<file path="src/rtl/whack_game_core_if.sv">
// Signal bundle between the debounced switch bank / display logic and the
// whack-a-mole engine. It has no valid/ready handshake. sw, start and mode
// are levels sampled every clk edge. LED, score_count, lives and game_over
// are registered levels. hit and miss are single-cycle pulses, one per
// scored event.
interface whack_game_core_if #(
  parameter int N_CH    = 16,
  parameter int SCORE_W = 6
);
  logic [N_CH-1:0]    sw;
  logic               start;
  logic               mode;
  logic [N_CH-1:0]    LED;
  logic [SCORE_W-1:0] score_count;
  logic [3:0]         lives;
  logic               hit;
  logic               miss;
  logic               game_over;

  modport master (
    output sw, start, mode,
    input  LED, score_count, lives, hit, miss, game_over
  );

  modport slave (
    input  sw, start, mode,
    output LED, score_count, lives, hit, miss, game_over
  );
endinterface

</file>
<file path="src/rtl/whack_game_core.sv">
// Whack-a-mole engine: lights one mole at a time (sequential or LFSR order),
// scores matching toggles before a shrinking timeout, charges a life on a
// wrong toggle or a timeout, and ends the game when lives run out.
module whack_game_core #(
  parameter int          N_CH          = 16,
  parameter int          SCORE_W       = 6,
  parameter int          LIVES         = 3,
  parameter int          TIMEOUT_CYC   = 1000,
  parameter int          TIMEOUT_MIN   = 200,
  parameter int          TIMEOUT_STEP  = 100,
  parameter int          SPEEDUP_EVERY = 4,
  parameter int          GAP_CYC       = 50,
  parameter logic [15:0] LFSR_SEED     = 16'hACE1
) (
  input  logic                    clk,
  input  logic                    reset,
  whack_game_core_if.slave        io,
  output logic [2:0]              state_dbg
);

  localparam int PW   = $clog2(N_CH);
  localparam int TMAX = (TIMEOUT_CYC > GAP_CYC) ? TIMEOUT_CYC : GAP_CYC;
  localparam int TW   = $clog2(TMAX + 1);
  localparam int HW   = $clog2(SPEEDUP_EVERY + 1);
  localparam logic [N_CH-1:0]    ONE_CH    = {{(N_CH-1){1'b0}}, 1'b1};
  localparam logic [SCORE_W-1:0] SCORE_MAX = {SCORE_W{1'b1}};

  typedef enum logic [2:0] {
    S_IDLE = 3'd0,
    S_ARM  = 3'd1,
    S_SHOW = 3'd2,
    S_GAP  = 3'd3,
    S_OVER = 3'd4
  } state_t;

  state_t             state_q, state_n;
  logic [N_CH-1:0]    sw_q;
  logic [15:0]        lfsr_q, lfsr_n;
  logic [PW-1:0]      pos_q, pos_n;
  logic [TW-1:0]      limit_q, limit_n;
  logic [HW-1:0]      hcnt_q, hcnt_n;
  logic [TW-1:0]      timer_q, timer_n;
  logic [N_CH-1:0]    led_q, led_n;
  logic [SCORE_W-1:0] score_q, score_n;
  logic [3:0]         lives_q, lives_n;
  logic               hit_q, hit_n;
  logic               miss_q, miss_n;
  logic               over_q, over_n;

  logic [N_CH-1:0]    tg;
  logic [N_CH-1:0]    pos_oh;
  logic [PW-1:0]      rnd;

  assign tg     = io.sw ^ sw_q;
  assign pos_oh = ONE_CH << pos_q;
  assign rnd    = lfsr_q[PW-1:0];

  // Switch history register; runs through reset so no toggle is seen after it.
  always_ff @(posedge clk) begin
    sw_q <= io.sw;
  end

  // State and datapath registers with synchronous reset.
  always_ff @(posedge clk) begin
    if (reset) begin
      state_q <= S_IDLE;
      lfsr_q  <= LFSR_SEED;
      pos_q   <= PW'(N_CH - 1);
      limit_q <= TW'(TIMEOUT_CYC);
      hcnt_q  <= '0;
      timer_q <= '0;
      led_q   <= '0;
      score_q <= '0;
      lives_q <= 4'(LIVES);
      hit_q   <= 1'b0;
      miss_q  <= 1'b0;
      over_q  <= 1'b0;
    end else begin
      state_q <= state_n;
      lfsr_q  <= lfsr_n;
      pos_q   <= pos_n;
      limit_q <= limit_n;
      hcnt_q  <= hcnt_n;
      timer_q <= timer_n;
      led_q   <= led_n;
      score_q <= score_n;
      lives_q <= lives_n;
      hit_q   <= hit_n;
      miss_q  <= miss_n;
      over_q  <= over_n;
    end
  end

  // Next-state and next-output logic; outputs are registered from these.
  always_comb begin
    state_n = state_q;
    lfsr_n  = {1'b0, lfsr_q[15:1]} ^ (lfsr_q[0] ? 16'hB400 : 16'h0000);
    pos_n   = pos_q;
    limit_n = limit_q;
    hcnt_n  = hcnt_q;
    timer_n = timer_q;
    led_n   = '0;
    score_n = score_q;
    lives_n = lives_q;
    hit_n   = 1'b0;
    miss_n  = 1'b0;

    case (state_q)
      S_IDLE: begin
        if (io.start) begin
          state_n = S_ARM;
          score_n = '0;
          lives_n = 4'(LIVES);
        end
      end

      S_ARM: begin
        if (io.mode) begin
          // Never repeat the previous mole; the +1 wraps since N_CH is 2^PW.
          pos_n = (rnd == pos_q) ? rnd + PW'(1) : rnd;
        end else begin
          pos_n = pos_q + PW'(1);
        end
        timer_n = '0;
        led_n   = ONE_CH << pos_n;
        state_n = S_SHOW;
      end

      S_SHOW: begin
        led_n   = led_q;
        timer_n = timer_q + TW'(1);
        if (|(tg & ~pos_oh) || (tg == '0 && timer_q == limit_q - TW'(1))) begin
          // Wrong toggle (even alongside the right one) or timeout.
          led_n   = '0;
          miss_n  = 1'b1;
          lives_n = lives_q - 4'd1;
          timer_n = '0;
          state_n = (lives_n == 4'd0) ? S_OVER : S_GAP;
        end else if (tg == pos_oh) begin
          led_n   = '0;
          hit_n   = 1'b1;
          score_n = (score_q == SCORE_MAX) ? score_q : score_q + SCORE_W'(1);
          if (int'(hcnt_q) + 1 >= SPEEDUP_EVERY) begin
            hcnt_n = '0;
            if (int'(limit_q) >= TIMEOUT_MIN + TIMEOUT_STEP) begin
              limit_n = limit_q - TW'(TIMEOUT_STEP);
            end else begin
              limit_n = TW'(TIMEOUT_MIN);
            end
          end else begin
            hcnt_n = hcnt_q + HW'(1);
          end
          timer_n = '0;
          state_n = S_GAP;
        end
      end

      S_GAP: begin
        if (timer_q == TW'(GAP_CYC - 1)) begin
          state_n = S_ARM;
        end else begin
          timer_n = timer_q + TW'(1);
        end
      end

      S_OVER: begin
        if (io.start) begin
          state_n = S_ARM;
          score_n = '0;
          lives_n = 4'(LIVES);
          limit_n = TW'(TIMEOUT_CYC);
          hcnt_n  = '0;
        end
      end

      default: begin
        state_n = S_IDLE;
      end
    endcase

    over_n = (state_n == S_OVER);
  end

  assign io.LED         = led_q;
  assign io.score_count = score_q;
  assign io.lives       = lives_q;
  assign io.hit         = hit_q;
  assign io.miss        = miss_q;
  assign io.game_over   = over_q;
  assign state_dbg      = state_q;

endmodule
</file>
<file path="src/flat_wrapper.sv">
// flat-port wrapper written by rule: the top's interface ports become plain ports
module whack_game_core_flat 
#(
  parameter int          N_CH          = 16,
  parameter int          SCORE_W       = 6,
  parameter int          LIVES         = 3,
  parameter int          TIMEOUT_CYC   = 1000,
  parameter int          TIMEOUT_MIN   = 200,
  parameter int          TIMEOUT_STEP  = 100,
  parameter int          SPEEDUP_EVERY = 4,
  parameter int          GAP_CYC       = 50,
  parameter logic [15:0] LFSR_SEED     = 16'hACE1
)
  (clk, reset, state_dbg, io_sw, io_start, io_mode, io_LED, io_score_count, io_lives, io_hit, io_miss, io_game_over);
  whack_game_core_if #(.N_CH(N_CH), .SCORE_W(SCORE_W)) io_i ();
  input  logic clk;
  input  logic reset;
  output logic [2:0] state_dbg;
  input wire logic [$bits(io_i.sw)-1:0] io_sw;
  input wire logic [$bits(io_i.start)-1:0] io_start;
  input wire logic [$bits(io_i.mode)-1:0] io_mode;
  output wire logic [$bits(io_i.LED)-1:0] io_LED;
  output wire logic [$bits(io_i.score_count)-1:0] io_score_count;
  output wire logic [$bits(io_i.lives)-1:0] io_lives;
  output wire logic [$bits(io_i.hit)-1:0] io_hit;
  output wire logic [$bits(io_i.miss)-1:0] io_miss;
  output wire logic [$bits(io_i.game_over)-1:0] io_game_over;
  assign io_i.sw = io_sw;
  assign io_i.start = io_start;
  assign io_i.mode = io_mode;
  assign io_LED = io_i.LED;
  assign io_score_count = io_i.score_count;
  assign io_lives = io_i.lives;
  assign io_hit = io_i.hit;
  assign io_miss = io_i.miss;
  assign io_game_over = io_i.game_over;
  whack_game_core #(.N_CH(N_CH), .SCORE_W(SCORE_W), .LIVES(LIVES), .TIMEOUT_CYC(TIMEOUT_CYC), .TIMEOUT_MIN(TIMEOUT_MIN), .TIMEOUT_STEP(TIMEOUT_STEP), .SPEEDUP_EVERY(SPEEDUP_EVERY), .GAP_CYC(GAP_CYC), .LFSR_SEED(LFSR_SEED)) u_core (.clk(clk), .reset(reset), .io(io_i), .state_dbg(state_dbg));
endmodule
</file>
<file path="config.mk">
export PLATFORM = sky130hd
export DESIGN_NAME = whack_game_core_flat
export DESIGN_NICKNAME = d
export VERILOG_FILES = /design/src/rtl/whack_game_core_if.sv /design/src/rtl/whack_game_core.sv /design/src/flat_wrapper.sv
export SDC_FILE = /design/constraint.sdc
export NUM_CORES = 1
export LEC_CHECK = 0
export ABC_AREA = 1
export BUFFER_PORTS_ARGS = -buffer_cell sky130_fd_sc_hd__buf_4
export CORE_ASPECT_RATIO = 0.6
export CORE_MARGIN = 2
export CORE_UTILIZATION = 65
export CTS_BUF_LIST = sky130_fd_sc_hd__clkbuf_2
export DETAILED_ROUTE_END_ITERATION = 10
export PLACE_DENSITY = 0.94
export REMOVE_ABC_BUFFERS = 1
export SLEW_MARGIN = 0
export SYNTH_ARGS = -nofsm -noshare
export SYNTH_HDL_FRONTEND = slang
export SYNTH_SLANG_ARGS = --single-unit
</file>
<file path="constraint.sdc">
create_clock -name clk -period 4.64 [get_ports clk]
set_input_delay 1.16 -clock clk [delete_from_list [all_inputs] [get_ports clk]]
set_output_delay 1.16 -clock clk [all_outputs]
set_load 0.02 [all_outputs]
</file>
After elaboration in Yosys (flattened, before gate mapping):

Index checks and enable logic that the tools add are counted.

* add/subtract/negate cells: 9
* multipliers: 0
* divide/modulo/power cells: 0
* $lt $le $gt $ge: 2
* equality and inequality tests: 19
* shift operators: 2
* multiplexer cells: 38
* bitwise operators: 5
* reduce and logical (&&, ||, !) cells: 17

Operator list (count)
* 10-bit two-way mux: 8
* 16-bit two-way mux: 3
* 32-bit by 4-bit >= comparator with 1-bit output (second input constant): 1
* 16-bit case mux with 2 select lines: 1
* 1-bit by 4-bit left shift with 16-bit output (first input constant): 2
* 10-bit case mux with 3 select lines: 1
* 3-bit two-way mux: 9
* 6-bit two-way mux: 4
* 4-bit two-way mux: 5
* 10-bit case mux with 2 select lines: 1
* 16-bit bitwise AND: 1
* 16-bit == test: 1
* 16-bit logical NOT: 1
* 16-bit NOT: 1
* 16-bit OR reduction: 1
* 15-bit by 16-bit XOR with 16-bit output: 1
* 16-bit XOR: 1
* 3-bit case mux with 4 select lines: 1
* 6-bit case mux with 2 select lines: 1
* 10-bit by 1-bit adder with 10-bit output (second input constant): 1
* 10-bit == test: 1
* 10-bit by 6-bit == test with 1-bit output (second input constant): 1
* 10-bit by 9-bit >= comparator with 1-bit output (second input constant): 1
* 5-bit AND reduction: 2
* other kinds (30): 42

* bits in registers: 91
* latch bits: 0
* bits in writable memories: 0
* memory bits (read-only): 0
* input port bits: 20
* output and inout port bits: 32
* memories kept: 0

Depth between registers and ports, before layout:

Gate-level depths: netlist of the first run.

* depth after elaboration: 8
* depth in mapped cells: 18
* depth with buffers taken out: 17

Least setup slack after synthesis of the first run:

OpenSTA, ideal clock, no wires.

* kind: input port to flip-flop
* from: input port io_sw[5]
* to: register u_core.limit_q[2]
* setup time: 0.114 ns
* arrival: 2.596 ns
* required time: 4.526 ns
* setup slack: 1.930 ns
* stages: 12
* path buffers: 1
* cells stage by stage: xnor2_1 -> inv_1 -> ha_1 -> nor4_1 -> nand2_1 -> nor2_1 -> nand2_2 -> nand2_2 -> buf_6 -> nand3_4 -> a21oi_1 -> nor2_1

* cells in the longest elaborated chain, start to end: 6
* elaborated cells on any way between the ends: 10

RTL lines
* start: declaration: line flat_wrapper.sv:19 `input wire logic [$bits(io_i.sw)-1:0] io_sw;`
* 16-bit XOR *: line whack_game_core.sv:54 `assign tg = io.sw ^ sw_q;`
* 16-bit bitwise AND / 16-bit logical NOT (equally long branches): line whack_game_core.sv:132 `if (|(tg & ~pos_oh) || (tg == '0 && timer_q == limit_q - TW'(1))) begin`
* 16-bit OR reduction / 1-bit logical AND (equally long branches): line whack_game_core.sv:132
* 1-bit logical OR: line whack_game_core.sv:132
* 2-bit inequality test (no source line)
* 5-bit AND reduction (no source line) *
* end signal: assignment: line whack_game_core.sv:69 `limit_q <= TW'(TIMEOUT_CYC);`
* end signal: assignment: line whack_game_core.sv:82 `limit_q <= limit_n;`
* end: declaration: line whack_game_core.sv:40 `logic [TW-1:0] limit_q, limit_n;`

Every way passes the cells marked *; elsewhere a longest branch is shown, timed or not.
A chain may end at the register's enable or synchronous reset.

Final worst setup path of the first run:

* from: register u_core.pos_q[3]
* to: register u_core.led_q[4] (netlist: u_core.io.LED[4])

* cells in the longest elaborated chain, start to end: 7
* elaborated cells on any way between the ends: 15

RTL lines
* start: declaration: line whack_game_core.sv:39 `logic [PW-1:0] pos_q, pos_n;`
* start signal: assignment: line whack_game_core.sv:68 `pos_q <= PW'(N_CH - 1);`
* start signal: assignment: line whack_game_core.sv:81 `pos_q <= pos_n;`
* branches (longest 7 deep; another with 4-bit by 1-bit adder with 4-bit output)
* end signal: assignment: line whack_game_core.sv:85 `led_q <= led_n;`
* end: declaration: line whack_game_core.sv:43 `logic [N_CH-1:0] led_q, led_n;`

Several ways; the timed one is not identified. The select of a mux whose other input is x is not followed.

==> impl_metrics.yaml, run 1 <==
routing:
  avgRoutedWirePerCell_um: 13.68
  drtIter0Drc: 423
  ant_nets: 0
  dr_total_vias: 4681
  drc: 0
  firstDrtPassIters: 5
  vias_per_cell: 5.437
  routed_wl_mm: 11.78
timing:
  max_freq_mhz: 327.2
  fin_crit_ns: 3.056
  hold_viol: 0
  setup_viol: 0
  worst_pin_slew_ns: 0.9645
  skew_ns: 0.03140
  setup_tns_ns: 0
  post-route-period-util_pct: 65.87
  drv_slew: 0
  max_slew_margin_pct: 35.63
  rsz0062_at_grt: "false"
floorplanning:
  dieArea_sq_mm: 0.008295
  die_y_um: 71.36
  io_pins: 52
  rows: 24
  initial_core_util_pct: 67.35
  design.core.area_sq_mm: 0.007297
  floorplan.die.width_um: 116.3
synthesis:
  yosys_warnings: 0
  synth-xor-area-share_pct: 5.346
  synth-simple-area-share_pct: 33.91
  syn_area_per_cell_sq_um: 6.961
  netlist_area_sq_mm: 0.004915
  synth-adder-area-share_pct: 8.147
  ys_types: 34
  synth_top_family_by_area: "simple AND/OR/NAND/NOR gates"
  muxShareOfSynthArea_pct: 0
  yosys.area.top_type: "dfxtp_1"
  synthDominantCellAreaShare_pct: 36.25
  ys_ff_latch: 89
  yosys-top-cells-area: "dfxtp_1 36%, nand2_1 14%, ha_1 8.1%"
  seq_area_frac_synth_pct: 36.25
  synthCells: 706
  synth_compound_area_share_pct: 7.510
clock_tree:
  post_cts_buffers: 0
  cts_buffer_depth: 2
  cts_resized: 0
  hold_buffers: 0
  cts_tree: "done"
  cts.clk_slew.worst_paths_ns: 0.26
  cts_root_buffer: "clkbuf_2"
  clock-sinks: 89
  clkLatencyLatePin_ns: 0.61
  cts_made_buffers: 9
  htreeDepth: 3
placed_design:
  place.gp.congestion: 0.9415
  dp_hpwl_mm: 8.829
  place_area_sq_mm: 0.005343
  port_buffers: 51
power_and_ir_drop:
  p_leak_nw: 2.682
  powerDensity_mw_per_mm2: 445.1
  max-vdd-ir-drop_v: 0.0003657
layout:
  fin_nets: 804
  final_area_sq_mm: 0.005489
  drive_gt1_share_pct: 13.61
  area_delta_synth_final_pct: 11.69
  layout_common_cells: "183 x nand2_1, 89 x dfxtp_1, 82 x inv_1, 81 x nor2_1, 53 x nand3_1"
  antennaDiodeCount: 0
  final_common_cell: "nand2_1"
grt:
  grt_overflow: 0
  grt_pass1_vias: 4467
  grt_pass1_wl_mm: 19.89
  globalRouteTotalUtil_pct: 30.38
  antenna_found_initial: 0
  grt_max_degree: 44
worst_hold_path:
  whs_path_depth: 2
  hold_class: "reg -> reg"
setup_path:
  critPathCaptureType: "flop"
  required_ns: 5.19
  crit_arrival_ns: 3.61
  cp-start-kind: "flop"
  path_class: "reg -> reg"
  ff2ff_path_depth: 12
  crit_fanout: 13
flow_run:
  maxCapViolations: 0
outcome:
  status: "complete, no violations"
[area by class of cell]
cell class,count,area (sq um)
clock buffer,9,45.04
clock inverter,7,101.3
fill,591,1808
inverter,93,349.1
sequential,89,1782
multi-input combinational,508,2699
timing repair buffer,51,382.9
tap,104,130.1
[cells in the mapped netlist]
master	count
or2_2	6
nor3_1	9
nor4_1	5
nand2_1	183
or2_0	1
xnor2_1	12
inv_2	10
nand3_1	53
a31oi_1	1
nand3_2	2
nand4_1	12
buf_2	2
nor3b_1	1
o21ai_1	3
o21ai_2	2
xor2_1	18
clkinv_1	1
dfxtp_1	89
or2_1	1
nor2_4	3
inv_1	82
nand2_2	4
nor2_2	6
nor2_1	81
buf_6	1
buf_4	4
ha_1	32
nor3_2	2
o21ai_0	24
nand3b_1	4
a21oi_1	39
clkbuf_1	9
o211ai_1	2
nand3_4	2
[worst max-delay path, stage by stage, from the launching register on]
cell and delay, ns:
dfxtp_1 0.66, clkinv_1 0.37, nand3_1 0.18, ha_1 0.24, nand2_1 0.07, nor2_1 0.05
nand4_1 0.17, inv_1 0.11, nor2_1 0.16, nand3_1 0.34, inv_1 0.39, nand2_1 0.11
a21oi_1 0.16
[sequential cells by signal, indices dropped and copies added, names as in the netlist, 3 cells and up]
register	flops
u_core.state_dbg	3
u_core.sw_q	16
u_core.limit_q	8
u_core.io.score_count	6
u_core.io.LED	16
u_core.timer_q	10
u_core.io.lives	4
u_core.hcnt_q	3
u_core.lfsr_q	16
u_core.pos_q	4
[where the power goes]
part | switching, mW | internal, mW | total (mW) | leakage [nW]
registers | 0.123 | 0.865 | 0.988 | 0.732
logic | 0.646 | 0.339 | 0.985 | 1.86
clock network | 0.286 | 0.185 | 0.470 | 0.0860
total | 1.05 | 1.39 | 2.44 | 2.68
[worst paths after layout]
path | slack, ns | from | end
worst max register to register | 1.58 | u_core.pos_q[3] | u_core.io.LED[4]
worst max-delay path | 1.58 | u_core.pos_q[3] | u_core.io.LED[4]
worst min-delay path | 0.42 | u_core.lfsr_q[4] | u_core.lfsr_q[3]
worst min register to register | 0.42 | u_core.lfsr_q[4] | u_core.lfsr_q[3]
[logic make-up (layout without fill, tap and decap cells)]
logic type / after synthesis / count (layout)
AOI/OAI and AO/OA: 71 / 71
xor gates and xnor gates: 30 / 30
DFF: 89 / 89
adders and majority gates: 32 / 32
buffers and inverters: 109 / 160
and+or+nand+nor: 375 / 375
[per-layer routing]
metal  track usage, %  wire length, um  part of all wire [%]
met3            7.191              985                   8.4
met1            41.17             5522                    47
met5                0                0                     0
met4            8.598              175                   1.5
met2            48.90             5092                    43
[metrics by stage]
step           instances  util [%]  hold slack [ns]  setup slack (ns)  power (mW)
2_1_floorplan        690         -           0.3883             1.802       1.678
3_3_place_gp         845     73.22           0.3896             1.339       1.907
3_5_place_dp         845     73.22           0.3957             1.184       1.957
4_1_cts              861     75.22           0.4221             1.670       2.427
5_1_grt              861     75.22           0.4449             1.334       2.616
6_report             861     75.22           0.4218             1.584       2.443
(Power assumes the default switching activity.)
==> run 2: changes to the inputs <==
CORE_UTILIZATION = 61   (was 65)
PLACE_DENSITY = 0.89   (was 0.94)
clock period = 3.03 ns   (was 4.64 ns; I/O delays follow)
==> run 2 against run 1 <==
Clock power rose by 25%. Utilization fell by 5.2 points. Critical path depth rose by 1. Largest cell class unchanged.
==> impl_metrics.yaml, run 2 (synthesized netlist as in run 1, its figures left out) <==
layout:
  fin_nets: 809
  layout_common_cells: "183 x nand2_1, 89 x dfxtp_1, 81 x nor2_1, 81 x inv_1, 56 x buf_4"
  final_common_cell: "nand2_1"
  nFillCells: 674
  area_delta_synth_final_pct: 11.81
  drive_gt1_share_pct: 14.44
  antennaDiodeCount: 0
timing:
  max_freq_mhz: 359.4
  rsz0062_at_grt: "false"
  fin_crit_ns: 2.783
  max_slew_margin_pct: 33.93
  skew_ns: 0.02318
  worst_pin_slew_ns: 0.9899
  setup_tns_ns: 0
  post-route-period-util_pct: 91.83
  setup_viol: 0
  drv_slew: 0
  hold_viol: 0
power_and_ir_drop:
  p_leak_nw: 2.679
  intPower_mw: 1.991
  clkPwrFrac_pct: 16.2
  max-vdd-ir-drop_v: 0.0004847
  switching_power_mw: 1.639
  p_seq_share_pct: 41.3
  finalPower_mw: 3.630
  combPwrFrac_pct: 42.5
  powerDensity_mw_per_mm2: 660.5
  swShare_pct: 45.16
clock_tree:
  cts.clk_slew.worst_paths_ns: 0.27
  cts_made_buffers: 9
  cts_buffer_depth: 2
  cts_root_buffer: "clkbuf_2"
  htreeDepth: 3
  hold_buffers: 0
  clkLatencyLatePin_ns: 0.60
  clock-sinks: 89
  cts_tree: "done"
routing:
  vias_per_cell: 5.285
  drc: 0
  firstDrtPassIters: 6
  avgRoutedWirePerCell_um: 13.60
  dr_total_vias: 4598
  drtIter0Drc: 350
  ant_nets: 0
  routed_wl_mm: 11.83
floorplanning:
  design.core.area_sq_mm: 0.007851
  rows: 25
  io_pins: 52
  initial_core_util_pct: 62.60
  die_y_um: 73.53
  floorplan.die.width_um: 119.9
  dieArea_sq_mm: 0.008815
grt:
  globalRouteTotalUtil_pct: 28.34
  grt_pass1_vias: 4352
  grt_pass1_wl_mm: 19.73
  antenna_found_initial: 0
  grt_overflow: 0
  grt_max_degree: 44
setup_path:
  ff2ff_setup_slack_ns: 0.25
  crit_arrival_ns: 3.35
  cp_slowest_cell: "dfxtp_1"
  path_class: "reg -> reg"
  crit_fanout: 9
  critPathCaptureType: "flop"
  cp_cell_sequence: "inv_2 > ha_1 > nand2_1 > ha_1 > nand2_1 > nor2_1 > nand4_1 > inv_1 > nor2_1 > nand3_1 > nand3_1 > nand4_1 > inv_1"
  cp-start-kind: "flop"
  required_ns: 3.59
  slowest_delay_ns: 0.60
flow_run:
  maxCapViolations: 0
placed_design:
  place.gp.congestion: 0.9365
  port_buffers: 51
  dp_hpwl_mm: 9.021
worst_hold_path:
  hold_class: "in -> reg"
outcome:
  status: "complete, no violations"
[run 2: path summary, 6_finish.rpt]
check                   start           endpoint  cells past startpoint
max           u_core.pos_q[2]  u_core.timer_q[5]                     13
min                  io_sw[9]     u_core.sw_q[9]                      1
max reg2reg   u_core.pos_q[2]  u_core.timer_q[5]                     13
min reg2reg  u_core.lfsr_q[5]   u_core.lfsr_q[4]                      2
[run 2: worst max-delay path: cells and delay by family (launching register included)]
family	cells	cell delay (ns)
and+or+nand+nor	8	1.29
DFF	1	0.60
adders and majority gates	2	0.49
buffers and inverters	3	0.37
[run 2: layer usage]
metal	global-route usage (%)	wire length, um
met4	9.412	100
met1	38.39	5558
met2	44.70	5216
met5	0	0
met3	7.143	955
[run 2: repair_timing]
item	4_1_cts	5_1_grt
setup buffers	0	0
setup endpoints to repair	0	8
gates resized for setup	0	1
[run 2: area by class of cell]
type	instances	area [sq um]	area share (%)
clock buffer	9	45.04	0.8197
clock inverter	7	65.06	1.184
inverter	93	349.1	6.352
multi-input combinational	508	2699	49.11
sequential	89	1782	32.42
tap	108	135.1	2.459
timing repair buffer	56	420.4	7.650
[run 2: metrics by stage]
stage               utilization, %  area, sq um  setup WS, ns  std cells  hold WS [ns]
global route                 69.99         5495      0.009811        870        0.1992
detailed placement           68.59         5385       0.03052        854        0.3947
CTS                          69.99         5495        0.2143        870        0.2192
finish                       69.99         5495        0.2475        870        0.2407
global placement             68.59         5385        0.2163        854        0.3906
floorplan                        -         4830        0.5943        690        0.3883
[run 2: power by group through the flow]
| stage | Sequential, mW | Combinational (mW) | Clock (mW) |
|---|---|---|---|
| global placement | 1.51 | 1.44 | 0 |
| floorplan | 1.55 | 1.02 | 0 |
| detailed placement | 1.52 | 1.51 | 0 |
| finish | 1.50 | 1.54 | 0.588 |
| global route | 1.53 | 1.73 | 0.638 |
| CTS | 1.50 | 1.52 | 0.595 |
